### src/rtl/recompose4.sv
// Serial recomposition of a dividend from quotient, divisor and remainder:
// a = q*b + r, built by shift-and-add over the four quotient bits.
module recompose4 (
    input  logic       clk,
    input  logic       rst,
    input  logic       start,
    input  logic [3:0] q,
    input  logic [3:0] b,
    input  logic [3:0] r,
    output logic [7:0] a,
    output logic       busy,
    output logic       done,
    output logic       rem_ok,
    output logic       fits4
);

    typedef enum logic [1:0] {S_IDLE, S_RUN, S_DONE} state_t;

    state_t     state_q, state_d;
    logic [7:0] acc_q, acc_d;
    logic [1:0] cnt_q, cnt_d;
    logic [3:0] q_lat_q, q_lat_d;
    logic [3:0] b_lat_q, b_lat_d;
    logic [3:0] r_lat_q, r_lat_d;
    logic [7:0] a_q, a_d;
    logic       rem_ok_q, rem_ok_d;
    logic       fits4_q, fits4_d;
    logic [7:0] acc_step;

    always_ff @(posedge clk) begin
        if (rst) begin
            state_q  <= S_IDLE;
            acc_q    <= 8'd0;
            cnt_q    <= 2'd0;
            q_lat_q  <= 4'd0;
            b_lat_q  <= 4'd0;
            r_lat_q  <= 4'd0;
            a_q      <= 8'd0;
            rem_ok_q <= 1'b0;
            fits4_q  <= 1'b0;
        end else begin
            state_q  <= state_d;
            acc_q    <= acc_d;
            cnt_q    <= cnt_d;
            q_lat_q  <= q_lat_d;
            b_lat_q  <= b_lat_d;
            r_lat_q  <= r_lat_d;
            a_q      <= a_d;
            rem_ok_q <= rem_ok_d;
            fits4_q  <= fits4_d;
        end
    end

    always_comb begin
        state_d = state_q;
        case (state_q)
            S_IDLE:  if (start) state_d = S_RUN;
            S_RUN:   if (cnt_q == 2'd3) state_d = S_DONE;
            S_DONE:  state_d = S_IDLE;
            default: state_d = S_IDLE;
        endcase
    end

    // Partial product for the current quotient bit; peaks at 15<<3, so 8 bits never overflow.
    always_comb begin
        acc_step = acc_q + (q_lat_q[cnt_q] ? ({4'b0000, b_lat_q} << cnt_q) : 8'd0);
    end

    always_comb begin
        acc_d    = acc_q;
        cnt_d    = cnt_q;
        q_lat_d  = q_lat_q;
        b_lat_d  = b_lat_q;
        r_lat_d  = r_lat_q;
        a_d      = a_q;
        rem_ok_d = rem_ok_q;
        fits4_d  = fits4_q;
        case (state_q)
            S_IDLE: begin
                if (start) begin
                    q_lat_d = q;
                    b_lat_d = b;
                    r_lat_d = r;
                    acc_d   = {4'b0000, r};
                    cnt_d   = 2'd0;
                end
            end
            S_RUN: begin
                acc_d = acc_step;
                cnt_d = cnt_q + 2'd1;
                if (cnt_q == 2'd3) begin
                    a_d      = acc_step;
                    rem_ok_d = (r_lat_q < b_lat_q);
                    fits4_d  = (acc_step <= 8'd15);
                end
            end
            default: ;
        endcase
    end

    always_comb begin
        busy = (state_q == S_RUN);
        done = (state_q == S_DONE);
    end

    assign a      = a_q;
    assign rem_ok = rem_ok_q;
    assign fits4  = fits4_q;

endmodule

### config.mk
export PLATFORM = sky130hd
export DESIGN_NAME = recompose4
export DESIGN_NICKNAME = d
export VERILOG_FILES = /design/src/rtl/recompose4.sv
export SDC_FILE = /design/constraint.sdc
export NUM_CORES = 1
export LEC_CHECK = 0
export CORE_ASPECT_RATIO = 0.8
export CORE_MARGIN = 5
export CORE_UTILIZATION = 57
export CTS_CLUSTER_SIZE = 10
export DETAILED_ROUTE_END_ITERATION = 6
export PLACE_DENSITY = 0.84
export SYNTH_ARGS = -nofsm -noshare
export SYNTH_HDL_FRONTEND = slang
export SYNTH_SLANG_ARGS = --single-unit
### constraint.sdc
create_clock -name clk -period 4.95 [get_ports clk]
set_input_delay 1.2375 -clock clk [delete_from_list [all_inputs] [get_ports clk]]
set_output_delay 1.2375 -clock clk [all_outputs]
set_load 0.1 [all_outputs]
== Word level (Yosys, flattened, before mapping) ==
Cells that the tools add are included.

* Register bits after elaboration: 34
* Logic and storage cells: 36
* Output and inout port bits: 12

* Eq/ne operators: 5
* $add $sub $neg: 2
* Reduce and logical (&&, ||, !) cells: 6
* Shifts and indexed selects: 1
* Magnitude comparators: 3
* Muxes and demuxes: 10

{| class="wikitable"
|+ Operators with widths
! kind !! number
|-
| $mux 8 || 2
|-
| $pmux 8 s2 || 1
|-
| $add 8x8->8 || 1
|-
| $le 8x4->1 const B || 1
|-
| $pmux 2 s2 || 2
|-
| $reduce_and 2->1 || 4
|-
| $shl 4x2->8 || 1
|-
| $mux 2 || 3
|-
| $eq 2x2->1 const B || 2
|-
| $lt 4x4->1 || 1
|-
| $lt 2x3->1 const B || 1
|-
| $add 2x1->2 const B || 1
|-
| $bmux 1 s2 || 1
|-
| $eq 2x1->1 const B || 1
|-
| $logic_not 2->1 || 1
|-
| $ne 2x1->1 const B || 1
|-
| $ne 2x2->1 const B || 1
|-
| $reduce_bool 2->1 || 1
|-
| $mux 1 || 1
|}

== Depth between registers and ports, before layout ==
Gate-level depths: netlist of run 1.

* Word-level depth: 5
* Depth in mapped cells: 11
* Mapped depth without buffers: 10

== Worst setup path after synthesis of run 1 ==
OpenSTA, ideal clock, no wires.

* Path kind: reg-to-output
* Start point: register state_q[1]
* End point: output port done
* Buffers on the path: 0
* Data required time: 3713 ps
* Data arrival time: 1693 ps
* Cell stages (with the launch flop): 2
* Setup slack: 2019 ps
* Cells stage by stage: dfxtp_1 nor2b_1

* Cells in the longest elaborated chain, start to end: 1

{| class="wikitable"
|+ Ends and longest elaborated chain
! what !! RTL line !! RTL
|-
| start: declaration || 19 || <nowiki>state_t state_q, state_d;</nowiki>
|-
| start signal: assignment || 42 || <nowiki>state_q <= state_d;</nowiki>
|-
| $eq 2x2->1 || 103 || <nowiki>done = (state_q == S_DONE);</nowiki>
|-
| end: declaration || 12 || <nowiki>output logic done,</nowiki>
|}

Every way passes these cells.

== Final worst setup path of run 1 ==
* Start point: register state_q[1]
* End point: output port busy

* Cells in the longest elaborated chain, start to end: 1

{| class="wikitable"
|+ Ends and longest elaborated chain
! what !! RTL line !! RTL
|-
| $eq 2x1->1 || 102 || <nowiki>busy = (state_q == S_RUN);</nowiki>
|-
| end: declaration || 11 || <nowiki>output logic busy,</nowiki>
|}

Every way passes these cells.

==> flow_metrics.tcl, run 1 <==
set metrics [dict create \
    drive_above_1_share_pct 4.86 \
    hold_path_class "reg -> reg" \
    cp_cell_sequence "nand2b_1, clkinv_1, clkdlybuf4s50_1" \
    cts_sinks 34 \
    crit_path_top_delay_cell "clkdlybuf4s50_1" \
    synth_enable_flop_cells 0 \
    final_nets 274 \
    start_util_pct 58.0 \
    row_count 18 \
    final_core_utilization_pct 69.9 \
    vias 1622 \
    tightest_slew_ns 0.972 \
    ctsResizeCount 0 \
    drc_errors 0 \
    synth_cell_types 34 \
    fin_tns_setup_ns 0 \
    synth_ff_type "dfxtp_1" \
    critPathLaunchType "register" \
    hold_viol_final 0 \
    grt_start_max_net_pins 36 \
    layout_common_cells "nand2_1, dfxtp_1, a21oi_1" \
    syn_to_final_growth_pct 20.5 \
    setup_viol 0 \
    routed_wl_mm 3.95 \
    ctsRootBufferMaster "clkbuf_8" \
    path_max_fanout 11 \
    dp_worst_setup_slack_ns 1.61 \
    drt_first_pass_iters 4 \
    finalMaxSlewViolations 0 \
    grt_overflow_total 0 \
    yosys-top-cells-area "dfxtp_1, nand2_1, a21oi_1" \
    worstPathArrival_ns 2.42 \
    crit_required_ns 3.71 \
    clk_path_buf_depth 2 \
    final_common_cell "nand2_1" \
    rr_worst_depth 8 \
    rrSetupSlack_ns 2.12 \
    cts_inserted_buffers 5 \
    max_stage_delay_ns 1.07 \
    detail-route-antenna-nets 0 \
    hold_path.startpoint "a[5]" \
    layout_min_cycle_time_ns 3.66 \
    p_leak_uw 0.000806 \
    grt_pass1_wl_mm 6.76 \
    htreeDepth 2 \
    min_period_over_period_pct 73.9 \
    synth_cells 223 \
    clk_latency_ns 0.29 \
    power_density_mw_per_mm2 261 \
    dieWidth_microns 72.2 \
    ys_seq_elements 34 \
    postCtsSetupRepairBufs 0 \
    synth_top_area_share_pct 38.6 \
    critPathBufInv 2 \
    hold_path_depth 2 \
    grt_pass1_vias 1439 \
    status "finished clean" \
    rsz0062_at_grt "false" \
    synth_area_leader_cell "dfxtp_1" \
    first_iter_violations 129 \
    antenna_found_initial 0 \
    vdd_ir_drop_max_uv 176 \
    hold_end "a[5]" \
    port_buffers 26 \
    ys_warn_count 0 \
    yosysSeqAreaShare_pct 38.6 \
    cp-end-kind "output pin" \
    clk_pin_slew_ns 0.06 \
    vias_per_cell 5.65 \
    postLayoutSetupSlackWorst_ns 1.29 \
    dieArea_sq_mm 0.00431 \
    hpwlAfterDp_mm 2.94 \
    gp_congestion 0.838 \
    ys_async_sr_fraction_pct 0 \
    r2r-end "a[6]" \
    fmax_mhz 273 \
    track_usage_pct 20.6 \
    syn_avg_cell_area_sq_um 7.91 \
    r2r-start "cnt_q[0]" \
    ctsHoldBuffers 0 \
    critPathKind "reg -> out" \
    syn_nets 250 \
    drv_cap 0 \
    diodes 0 \
    die_h_microns 59.8 \
    cp_top_family "buffers and inverters" \
    wire_per_inst_microns 13.7 \
    ios 27 \
    cts_tree "built" \
    syn_area_sq_mm 0.00176 \
    skew_ns 0.00890 \
    core_region_area_sq_mm 0.00304 \
    maxSlewHeadroom_pct 35.0 \
]
## metrics by stage
stage / power (uW) / std cells / hold WS (ns) / area [sq um]
2_1_floorplan: 346 / 223 / 0.431 / 1760
3_3_place_gp: 368 / 280 / 0.441 / 2050
3_5_place_dp: 371 / 280 / 0.446 / 2050
4_1_cts: 558 / 287 / 0.455 / 2130
5_1_grt: 587 / 287 / 0.483 / 2130
6_report: 555 / 287 / 0.453 / 2130
## cells in the mapped netlist (all sizes together), types with 3 or more instances
master  number
nand2       53
and2         3
nor2        18
inv          6
nand3        7
o21a         4
a21oi       29
a211oi       4
ha          11
dfxtp       34
a31oi        4
a21o         3
clkbuf      10
nor3b        4
o21ai        7
## registers in the layout, indices dropped and copies added, names as in the netlist
name / count
acc_q: 8
b_lat_q: 4
state_q: 2
a: 8
r_lat_q: 4
fits4: 1
cnt_q: 2
q_lat_q: 4
rem_ok: 1
## where the power goes
part,total (uW),internal (uW),switching (uW)
clock network,189,94.1,94.5
logic,70.9,30.5,40.4
registers,295,284,11.3
## cell type report
type / count / area (sq um)
multi-input combinational: 171 / 1010
fill: 251 / 915
sequential: 34 / 681
timing repair buffer: 28 / 275
clock buffer: 5 / 68.8
tap: 40 / 50.0
inverter: 7 / 26.3
clock inverter: 2 / 10.0
## cell families (layout without fill, tap and decap cells)
kind of cell / count (synthesis) / count (layout) / synth area share (%)
mux: 2 / 2 / 2.55
compound gates: 60 / 60 / 20.9
buf+inv: 18 / 42 / 3.90
fa+ha+maj: 12 / 12 / 8.94
flops: 34 / 34 / 38.6
xor+xnor: 4 / 4 / 1.99
simple gates: 93 / 93 / 23.1
## routing by layer
layer | GRT usage, % | up-vias | routed length [microns]
li1 | - | 822 | -
met2 | 31.1 | 61 | 1740
met3 | 7.39 | 6 | 322
met5 | 0 | - | 0
met4 | 6.97 | 0 | 42
met1 | 27.4 | 733 | 1850
## worst min-delay path: stages (launching register included)
cell,delay (ns)
dfxtp_1,0.30
nand2_1,0.05
a21oi_1,0.05
## how the worst max path moves through the flow
stage | to | from | cells after the start
finish | busy | state_q[1] | 3
global route | busy | state_q[1] | 3
CTS | busy | state_q[1] | 3
detailed placement | busy | state_q[1] | 3
global placement | busy | state_q[1] | 3
floorplan | done | state_q[1] | 1
(Power assumes the default switching activity.)
==> run 2, diff against run 1 <==
- CORE_UTILIZATION: 57 -> 53
- PLACE_DENSITY: 0.84 -> 0.79
- clock period: 4.95 -> 3.7 ns (I/O delays scaled with it)
==> run 2 against run 1 <==
Wire length grew 3.6%. Power grew 39%. Register-to-register slack lost 1.3 ns. Clock power grew 48%. Clock skew shrank 0.0055 ns. Worst hold slack gained 0.0013 ns. Critical path type is now reg -> reg. Highest routed layer unchanged.
==> flow_metrics.tcl, run 2 (synthesized netlist as in run 1, its figures left out) <==
set metrics [dict create \
    status "finished clean" \
    setup_viol 0 \
    drc_errors 0 \
    postCtsSetupRepairBufs 0 \
    hold_ws_ns 0.454 \
    grt_pass1_wl_mm 6.88 \
    cp-end-kind "register" \
    rsz0062_at_grt "false" \
    port_buffers 26 \
    maxSlewHeadroom_pct 34.9 \
    gp_congestion 0.952 \
    dieArea_sq_mm 0.00459 \
    critPathKind "reg -> reg" \
    start_util_pct 56.0 \
    drive_above_1_share_pct 5.65 \
    finalMaxSlewViolations 0 \
    p_leak_uw 0.000814 \
    crit_required_ns 3.88 \
    hold_path_depth 2 \
    tightest_slew_ns 0.973 \
    die_h_microns 61.6 \
    cts_sinks 34 \
    clk_latency_ns 0.28 \
    r2r-end "fits4" \
    skew_ns 0.00344 \
    fin_area_sq_mm 0.00213 \
    r2r-start "cnt_q[0]" \
    grt_pass1_vias 1522 \
    hold_path_class "reg -> reg" \
    fill_cells 299 \
    power_density_mw_per_mm2 361 \
    hold_end "a[0]" \
    diodes 0 \
    fin_tns_setup_ns 0 \
    layout_common_cells "nand2_1, dfxtp_1, a21oi_1" \
    vdd_ir_drop_max_uv 240 \
    vias_per_cell 5.53 \
    clk_pin_slew_ns 0.07 \
    fmax_mhz 352 \
    hold_viol_final 0 \
    vias 1593 \
    final-seq-area_sq_um 681 \
    htreeDepth 2 \
    placedInstanceArea_sq_mm 0.00204 \
    track_usage_pct 19.9 \
    syn_to_final_growth_pct 20.9 \
    multi_input_area_sq_mm 0.00101 \
    path_max_fanout 14 \
    cts_tree "built" \
    final_common_cell "nand2_1" \
    hold_path.startpoint "a[0]" \
    dieWidth_microns 74.5 \
    ctsHoldBuffers 0 \
    row_count 18 \
    clk_path_buf_depth 2 \
    grt_start_max_net_pins 22 \
    first_iter_violations 149 \
    core_region_area_sq_mm 0.00315 \
    cts_inserted_buffers 5 \
    hpwlAfterDp_mm 3.05 \
    layout_min_cycle_time_ns 2.84 \
    ctsRootBufferMaster "clkbuf_8" \
    rrSetupSlack_ns 0.86 \
    wire_per_inst_microns 14.2 \
    rr_worst_depth 8 \
    final_nets 274 \
    grt_overflow_total 0 \
    drt_first_pass_iters 4 \
    min_period_over_period_pct 76.8 \
    ios 27 \
    antenna_found_initial 0 \
    detail-route-antenna-nets 0 \
    routed_wl_mm 4.09 \
    drv_cap 0 \
    worstPathArrival_ns 3.02 \
    ctsResizeCount 0 \
    critPathLaunchType "register" \
]
[run 2: metrics by stage]
| step | power [uW] | setup slack (ns) | std cells | util, % |
|---|---|---|---|---|
| final | 770 | 0.859 | 288 | 67.7 |
| after global placement | 495 | 0.902 | 280 | 64.8 |
| after floorplan | 462 | 1.08 | 223 | - |
| after CTS | 774 | 0.851 | 288 | 67.7 |
| after detailed placement | 498 | 0.847 | 280 | 64.8 |
| after global routing | 798 | 0.719 | 288 | 67.7 |
[run 2: worst max-delay path by stage]
| stage | startpoint | endpoint | slack (ns) |
|---|---|---|---|
| after floorplan | state_q[1] | done | 1.08 |
| after global placement | cnt_q[0] | fits4 | 0.90 |
| after detailed placement | cnt_q[0] | fits4 | 0.85 |
| after CTS | cnt_q[0] | fits4 | 0.85 |
| after global routing | cnt_q[0] | fits4 | 0.72 |
| final | cnt_q[0] | fits4 | 0.86 |
[run 2: area by class of cell]
cell class                      count  area share, %
Multi-Input combinational cell    171           47.6
Sequential cell                    34           31.9
Clock buffer                        7           4.05
Inverter                            7           1.23
Clock inverter                      1          0.235
Timing Repair Buffer               28           12.7
Tap cell                           40           2.35
[run 2: per-layer routing]
metal	vias to the layer above	track usage [%]	wire length, microns	share of wire (%)
met2	48	32.0	1740	42
met4	0	6.09	38	0.93
met5	-	0	0	0
met1	717	26.6	1970	48
li1	823	-	-	-
met3	5	4.73	341	8.3
[run 2: critical path, stage by stage, from the launching register on]
cell and delay (ns):
dfxtp_1 0.57, mux4_2 0.58, o211a_1 0.13, ha_1 0.33
a211oi_1 0.42, nor2_1 0.11, xor2_1 0.25, nor4_1 0.08
a31o_2 0.26
[run 2: report_power, final]
group	leakage (uW)	switching, uW	internal (uW)
Combinational	0.000489	55.6	40.4
Clock	0.0000482	130	150
Sequential	0.000277	14.6	380
==> run 3, diff against run 2 <==
- CORE_UTILIZATION: 53 -> 48
- PLACE_DENSITY: 0.79 -> 0.75
- clock period: 3.7 -> 2.6 ns (I/O delays scaled with it)
==> run 3 against run 2 <==
Design area rose by 4.0%. Non-clock buffer count is 10 higher. Clock skew up 0.00083 ns. Wire length increased by 4.5%. Sequential power increased by 41%.
==> flow_metrics.tcl, run 3 (synthesized netlist as in run 1, its figures left out) <==
set metrics [dict create \
    status "finished clean" \
    detail-route-antenna-nets 0 \
    final_common_cell "nand2_1" \
    skew_ns 0.00427 \
    layout_min_cycle_time_ns 2.48 \
    max_stage_delay_ns 0.50 \
    die_h_microns 64.2 \
    hpwlAfterDp_mm 3.17 \
    dp_worst_setup_slack_ns 0.0407 \
    crit_path_top_delay_cell "mux4_2" \
    drv_cap 0 \
    grt_overflow_total 0 \
    cts_inserted_buffers 5 \
    grt_start_max_net_pins 21 \
    clk_latency_ns 0.28 \
    htreeDepth 2 \
    core_region_area_sq_mm 0.00349 \
    total_power_uw 1070 \
    final_core_utilization_pct 63.5 \
    dieWidth_microns 77.8 \
    cts_sinks 34 \
    cp-end-kind "register" \
    drc_errors 0 \
    first_iter_violations 119 \
    dp.cells 291 \
    start_util_pct 50.5 \
    hold_end "rem_ok" \
    layout_common_cells "nand2_1, dfxtp_1, a21oi_1" \
    final_nets 284 \
    rr_worst_depth 8 \
    diodes 0 \
    dieArea_sq_mm 0.00500 \
    critPathBufInv 0 \
    critPathKind "reg -> reg" \
    port_buffers 26 \
    grt_pass1_wl_mm 6.86 \
    drive_above_1_share_pct 16.3 \
    cts_tree "built" \
    drt_first_pass_iters 4 \
    hold_ws_ns 0.451 \
    path_max_fanout 6 \
    rrSetupSlack_ns 0.12 \
    vias_per_cell 5.47 \
    fmax_mhz 403 \
    hold_path_class "reg -> reg" \
    clk_pin_slew_ns 0.06 \
    cp_cell_sequence "mux4_2, and2_1, ha_1, o21ai_1, or4b_1, o2111a_2, o21a_1, nor2_1" \
    hold_viol_final 0 \
    p_leak_uw 0.000875 \
    fin_cells 299 \
    vdd_ir_drop_max_uv 333 \
    row_count 19 \
    antenna_found_initial 0 \
    power_density_mw_per_mm2 483 \
    critPathLaunchType "register" \
    tightest_slew_ns 0.602 \
    finalMaxSlewViolations 0 \
    grt_pass1_vias 1431 \
    cp_top_family "simple AND/OR/NAND/NOR gates" \
    hold_path.startpoint "rem_ok" \
    crit_required_ns 2.83 \
    clk_path_buf_depth 2 \
    postLayoutSetupSlackWorst_ns 0.119 \
    wire_per_inst_microns 14.3 \
    ios 27 \
    r2r-start "cnt_q[1]" \
    gp_congestion 0.844 \
    min_period_over_period_pct 95.4 \
    ctsRootBufferMaster "clkbuf_8" \
    fill_cells 322 \
    vias 1635 \
    worstPathArrival_ns 2.71 \
    syn_to_final_growth_pct 25.7 \
    hold_path_depth 2 \
    track_usage_pct 17.1 \
    ctsHoldBuffers 0 \
    setup_viol 0 \
    r2r-end "a[6]" \
    routed_wl_mm 4.27 \
    maxSlewHeadroom_pct 59.8 \
]
## run 3: where the power goes
group | switching (uW) | internal, uW
logic | 88.0 | 67.8
clock network | 176 | 184
registers | 16.1 | 540
## run 3: repair_timing
| item | CTS | global route |
|---|---|---|
| gates resized for setup | 0 | 13 |
| buffers inserted | 0 | 1 |
| setup endpoints to repair | 0 | 9 |
## run 3: per-stage QoR
step	area, sq um	setup TNS [ns]
final	2220	0
after global routing	2220	-0.00811
after CTS	2160	0
after detailed placement	2090	0
after global placement	2090	0
after floorplan	1760	0
## run 3: tightest hold or removal path: stages, from the launching register on
cell,delay (ns)
dfxtp_1,0.31
nand2_1,0.05
a21oi_1,0.05
## run 3: worst max-delay path by stage
stage,start,endpoint,slack (ns),cells after the start
detailed placement,cnt_q[1],a[6],0.04,8
floorplan,cnt_q[1],fits4,0.13,8
global placement,cnt_q[0],fits4,0.07,9
CTS,cnt_q[1],a[6],0.03,8
global route,b_lat_q[2],a[7],-0.006,10
finish,cnt_q[1],a[6],0.12,8
## run 3: area by class of cell
cell class | instances | area (sq um) | share of cell area (%)
clock buffer | 7 | 76.3 | 3.44
inverter | 7 | 26.3 | 1.18
tap | 42 | 52.6 | 2.37
multi-input combinational | 171 | 1060 | 47.7
timing repair buffer | 38 | 320 | 14.4
sequential | 34 | 686 | 30.9
## run 3: metal layers
metal  routed length (microns)  GRT usage [%]
met5                         0              0
met2                      1780           23.4
met4                        58           5.79
met1                      2150           25.3
met3                       280           4.63
==> variant 1 (flow settings as in run 3) <==
Put one more register stage on the output `a`, with the module's reset. The value now appears one clock later. The other outputs are not delayed to match.
--- a/src/rtl/recompose4.sv
+++ b/src/rtl/recompose4.sv
@@ -105,3 +105,9 @@
 
-    assign a      = a_q;
+    always_ff @(posedge clk) begin
+        if (rst) begin
+            a <= '0;
+        end else begin
+            a <= a_q;
+        end
+    end
     assign rem_ok = rem_ok_q;
Formal check against the unedited RTL: not equivalent (Yosys sat finds a counterexample within 10 cycles, from zero or initial values and one cycle with rst high).
==> variant 1 against run 3 <==
Design area increased by 8.2%. Final cell count increased by 4.3%. Wire length shrank 1.7%. First-iteration DRC count down 39%. Area after synthesis grew 9.6%. Total power grew 37%. Combinational power fell by 3%. Setup slack got worse by 51 ps. Global-route usage increased by 0.23 points. Die area grew 8.2%. Sequential cell count up 8. Utilization is 1.2 points lower. Highest routed layer unchanged.
==> variant 1: results (changes against run 3) <==
- Result of the run: complete, no violations (unchanged).
- The detailed placement HPWL is 2950 um (was 3170 um).
- The met2 layer wire length in the routed design is 1730 um (was 1780 um).
- The largest stage delay on the critical path is 530 ps (was 500 ps).
- The sequential cell area fraction in the yosys report is 43.5% (was 38.6%).
- The transition at the pin with the smallest max-transition slack is 669 ps (was 602 ps).
- The final weighted congestion in routability-driven placement was 0.861 (was 0.844).
- The filler cell count in the final layout is 365 (was 322).
- The number of DRC markers after the initial detailed-route iteration was 73 (was 119).
- The worst slack after detailed placement is 124 ps (was 40.7 ps).
- The net count after synthesis is 254 (was 250).
- The worst-skew pair later-pin latency is 300 ps (was 280 ps).
- The TritonCTS buffer count came to 5 (unchanged).
- The via count normalized by instance count is 5.13 (was 5.47).
- The beginning of the worst register-to-register path is cnt_q[0]$_SDFFE_PP0P_ (was cnt_q[1]$_SDFFE_PP0P_).
- The arrival time of data at the critical path endpoint is 2700 ps (was 2710 ps).
- The global routing usage summed across all routing layers was 17.3% (was 17.1%).
- The count of cell types in the netlist is 41 (was 34).
- The proportion of layout cells with a drive suffix above 1 was 14.0% (was 16.3%).
- The register clock-pin slew on the reported worst setup and hold paths is 80 ps (was 60 ps).
- Cell types with the highest counts after synthesis: 51 x nand2_1, 42 x dfxtp_1, 30 x a21oi_1 (was 53 x nand2_1, 34 x dfxtp_1, 29 x a21oi_1).
- The synthesis-to-finish area growth was 24.1% (was 25.7%).
- Largest cells by area after synthesis: dfxtp_1 43%, nand2_1 9.9%, a21oi_1 7.8% (was dfxtp_1 39%, nand2_1 11%, a21oi_1 8.2%).
- The final wirelength is 4200 um (was 4270 um).
- The pin count of the biggest net entering global routing is 25 (was 21).
- The static leakage power was 1.00 nW (was 0.875 nW).
- The routed metal-1 wire length is 2250 um (was 2150 um).
- The total length of routed met3 wires was 182 um (was 280 um).
- The maximum net fanout on the critical path is 4 (was 6).
- The count of nets after finishing is 283 (was 284).
- The startpoint of the worst hold path was a_q[4]$_SDFFE_PP0P_ (was rem_ok$_SDFFE_PP0P_).
==> variant 1: final timing paths <==
path	slack (ps)	cells past startpoint	end
hold / removal	450	2	a_q[4]$_SDFFE_PP0P_
setup reg to reg	70	8	a_q[7]$_SDFFE_PP0P_
hold reg to reg	450	2	a_q[4]$_SDFFE_PP0P_
setup / recovery	70	8	a_q[7]$_SDFFE_PP0P_
==> variant 1: through the flow <==
stage               utilization [%]  total power [mW]  instances  cell area, sq um
finish                         62.3              1.47        312              2400
global route                   62.3              1.53        312              2400
CTS                            62.1              1.48        312              2390
detailed placement             58.4             0.844        304              2250
global placement               58.4             0.842        304              2250
floorplan                         -             0.786        227              1930
==> variant 1: cell type report <==
class,count,share of cell area [%]
clock buffer,6,3.44
inverter,5,0.782
timing repair buffer,33,12.3
multi-input combinational,169,43.0
tap,55,2.87
clock inverter,2,2.50
sequential,42,35.1
==> variant 1: report_power, final <==
| part | internal (mW) | total (mW) | leakage [nW] | switching [mW] |
|---|---|---|---|---|
| registers | 0.662 | 0.680 | 0.342 | 0.0172 |
| logic | 0.0640 | 0.151 | 0.592 | 0.0869 |
| clock network | 0.410 | 0.638 | 0.0714 | 0.228 |
| total | 1.14 | 1.47 | 1.00 | 0.332 |
==> variant 1: layer usage <==
| metal | global-route usage (%) | up-vias |
|---|---|---|
| met2 | 24.9 | 24 |
| li1 | - | 840 |
| met1 | 24.5 | 732 |
| met3 | 5.54 | 6 |
| met4 | 4.85 | 0 |
| met5 | 0 | - |
==> variant 1: timing repair <==
action,in CTS,in global routing
buffers inserted,0,0
setup endpoints to repair,0,5
gates resized for setup,0,2
==> variant 1: worst min-delay path: stages, from the launching register on <==
cell and delay (ps):
dfxtp_1 310, nand2_1 50, a21oi_1 50
==> variant 1: cell families after synthesis <==
group,count (synthesis),synth area share (%)
xor+xnor,5,2.27
fa+ha+maj,12,8.16
simple gates,94,23.0
compound gates,56,18.0
flops,42,43.5
mux,2,1.68
buf+inv,16,3.37
==> variant 2 (flow settings as in run 3) <==
Without the edit above. Reset style: asynchronous (`rst`), changed in one clocked block.
--- a/src/rtl/recompose4.sv
+++ b/src/rtl/recompose4.sv
@@ -29,3 +29,3 @@
 
-    always_ff @(posedge clk) begin
+    always_ff @(posedge clk or posedge rst) begin
         if (rst) begin
Check against the original RTL: differs if rst is asserted again (counterexample within 4 cycles, from zero or initial values and one cycle with rst high); with rst held inactive, the same outputs for 10 cycles.
==> variant 2 against run 3 <==
Design area shrank 0.28%. Final cell count shrank 18%. Non-clock buffer count is 8 lower. Wire length decreased by 10%. Sequential cell count unchanged. Clock skew increased by 1.2 ps. Area after synthesis rose by 0.85%. Setup slack gained 8.0 ps. Worst hold slack better by 35 ps. Critical path type unchanged.
Power is left out: the tool's default activity adds up to more than one toggle a clock period on the data nets, which glitch-free logic cannot reach.
==> variant 2: results (changes against run 3) <==
- The number of global-route vias before repair is 1,453 (was 1,431).
- The number of DRC markers after the initial detailed-route iteration is 75 (was 119).
- The global routing usage summed across all routing layers is 16.9% (was 17.1%).
- The share of flip-flops with an asynchronous set or reset is 100% (was 0%).
- The startpoint of the worst hold path is acc_q[0]$_DFFE_PP0P_ (was rem_ok$_SDFFE_PP0P_).
- The maximum net fanout on the critical path was 5 (was 6).
- The net count after synthesis is 200 (was 250).
- The period utilization came to 95.1% (was 95.4%).
- The detailed placement HPWL is 2840 um (was 3170 um).
- The pin count of the biggest net entering global routing is 35 (was 21).
- The post-detailed-route wirelength per cell was 15.6 um (was 14.3 um).
- The beginning of the worst register-to-register path is cnt_q[1]$_DFFE_PP0P_ (was cnt_q[1]$_SDFFE_PP0P_).
- The count of cell types in the netlist is 38 (was 34).
- The count of nets after finishing is 230 (was 284).
- The worst slack after detailed placement is 110 ps (was 40.7 ps).
- The capturing point of the worst reg2reg path was fits4$_DFFE_PP0P_ (was a[6]$_SDFFE_PP0P_).
- The end point of the worst hold path was acc_q[0]$_DFFE_PP0P_ (was rem_ok$_SDFFE_PP0P_).
- The final weighted congestion in routability-driven placement was 0.860 (was 0.844).
- The detailed-route via count is 1,423 (was 1,635).
- Cell types with the highest counts after synthesis: 34 x dfrtp_1, 27 x nand2_1, 21 x o21ai_0 (was 53 x nand2_1, 34 x dfxtp_1, 29 x a21oi_1).
- The sequential cell area fraction in the yosys report is 47.8% (was 38.6%).
- Result of the run: complete, no violations (unchanged).
- The arrival time of data at the critical path endpoint is 2700 ps (was 2710 ps).
- Largest cells by area after synthesis: dfrtp_1 48%, ha_1 7.7%, o21ai_0 5.9% (was dfxtp_1 39%, nand2_1 11%, a21oi_1 8.2%).
- The gate family responsible for the most delay along the worst path was compound AO/OA/AOI/OAI gates (was simple AND/OR/NAND/NOR gates).
- The prevailing post-synth register cell was dfrtp_1 (was dfxtp_1).
- The proportion of layout cells with a drive suffix above 1 came to 22.5% (was 16.3%).
- The number of warnings printed during yosys synthesis is 0 (unchanged).
- The worst relative slew slack is 72.1% (was 59.8%).
-- variant 2: routing by layer --
metal | routed length [um] | part of all wire, % | track usage (%)
met5 | 0 | 0 | 0
met4 | 42 | 1.1 | 6.12
met1 | 1640 | 43 | 21.2
met2 | 1940 | 51 | 28.2
met3 | 213 | 5.6 | 4.57
-- variant 2: what timing repair did --
item                                    CTS  global route
buffers inserted                          0             0
gates resized for setup                   0             5
endpoints found under the setup margin    0             5
-- variant 2: logic make-up (layout without fill, tap and decap cells) --
| group | Yosys count | after routing | share of synthesized area (%) |
|---|---|---|---|
| AOI/OAI and AO/OA | 48 | 48 | 17.1 |
| and+or+nand+nor | 47 | 47 | 12.0 |
| DFF | 34 | 34 | 47.8 |
| buffers and inverters | 16 | 47 | 3.52 |
| adders and majority gates | 12 | 12 | 8.86 |
| muxes | 11 | 11 | 8.23 |
| xor gates and xnor gates | 5 | 5 | 2.46 |
-- variant 2: metrics by stage --
step | util, % | cells | instance area [sq um]
2_1_floorplan | - | 173 | 1780
4_1_cts | 62.7 | 246 | 2190
5_1_grt | 63.3 | 246 | 2210
3_5_place_dp | 59.5 | 238 | 2080
6_report | 63.3 | 246 | 2210
3_3_place_gp | 59.5 | 238 | 2080
-- variant 2: layout make-up --
class / count / area (sq um)
Clock buffer: 5 / 68.8
Clock inverter: 3 / 40.0
Fill cell: 284 / 1280
Inverter: 9 / 33.8
Multi-Input combinational cell: 123 / 892
Sequential cell: 34 / 852
Tap cell: 42 / 52.6
Timing Repair Buffer: 30 / 273
-- variant 2: worst reg2reg max path, stage by stage, from the launching register on --
cell      delay (ps)
dfrtp_2          430
mux4_2           500
and2_1           180
ha_1             230
a211oi_2         260
o21bai_1         110
a21oi_1          200
xor2_1           310
a32o_1           210
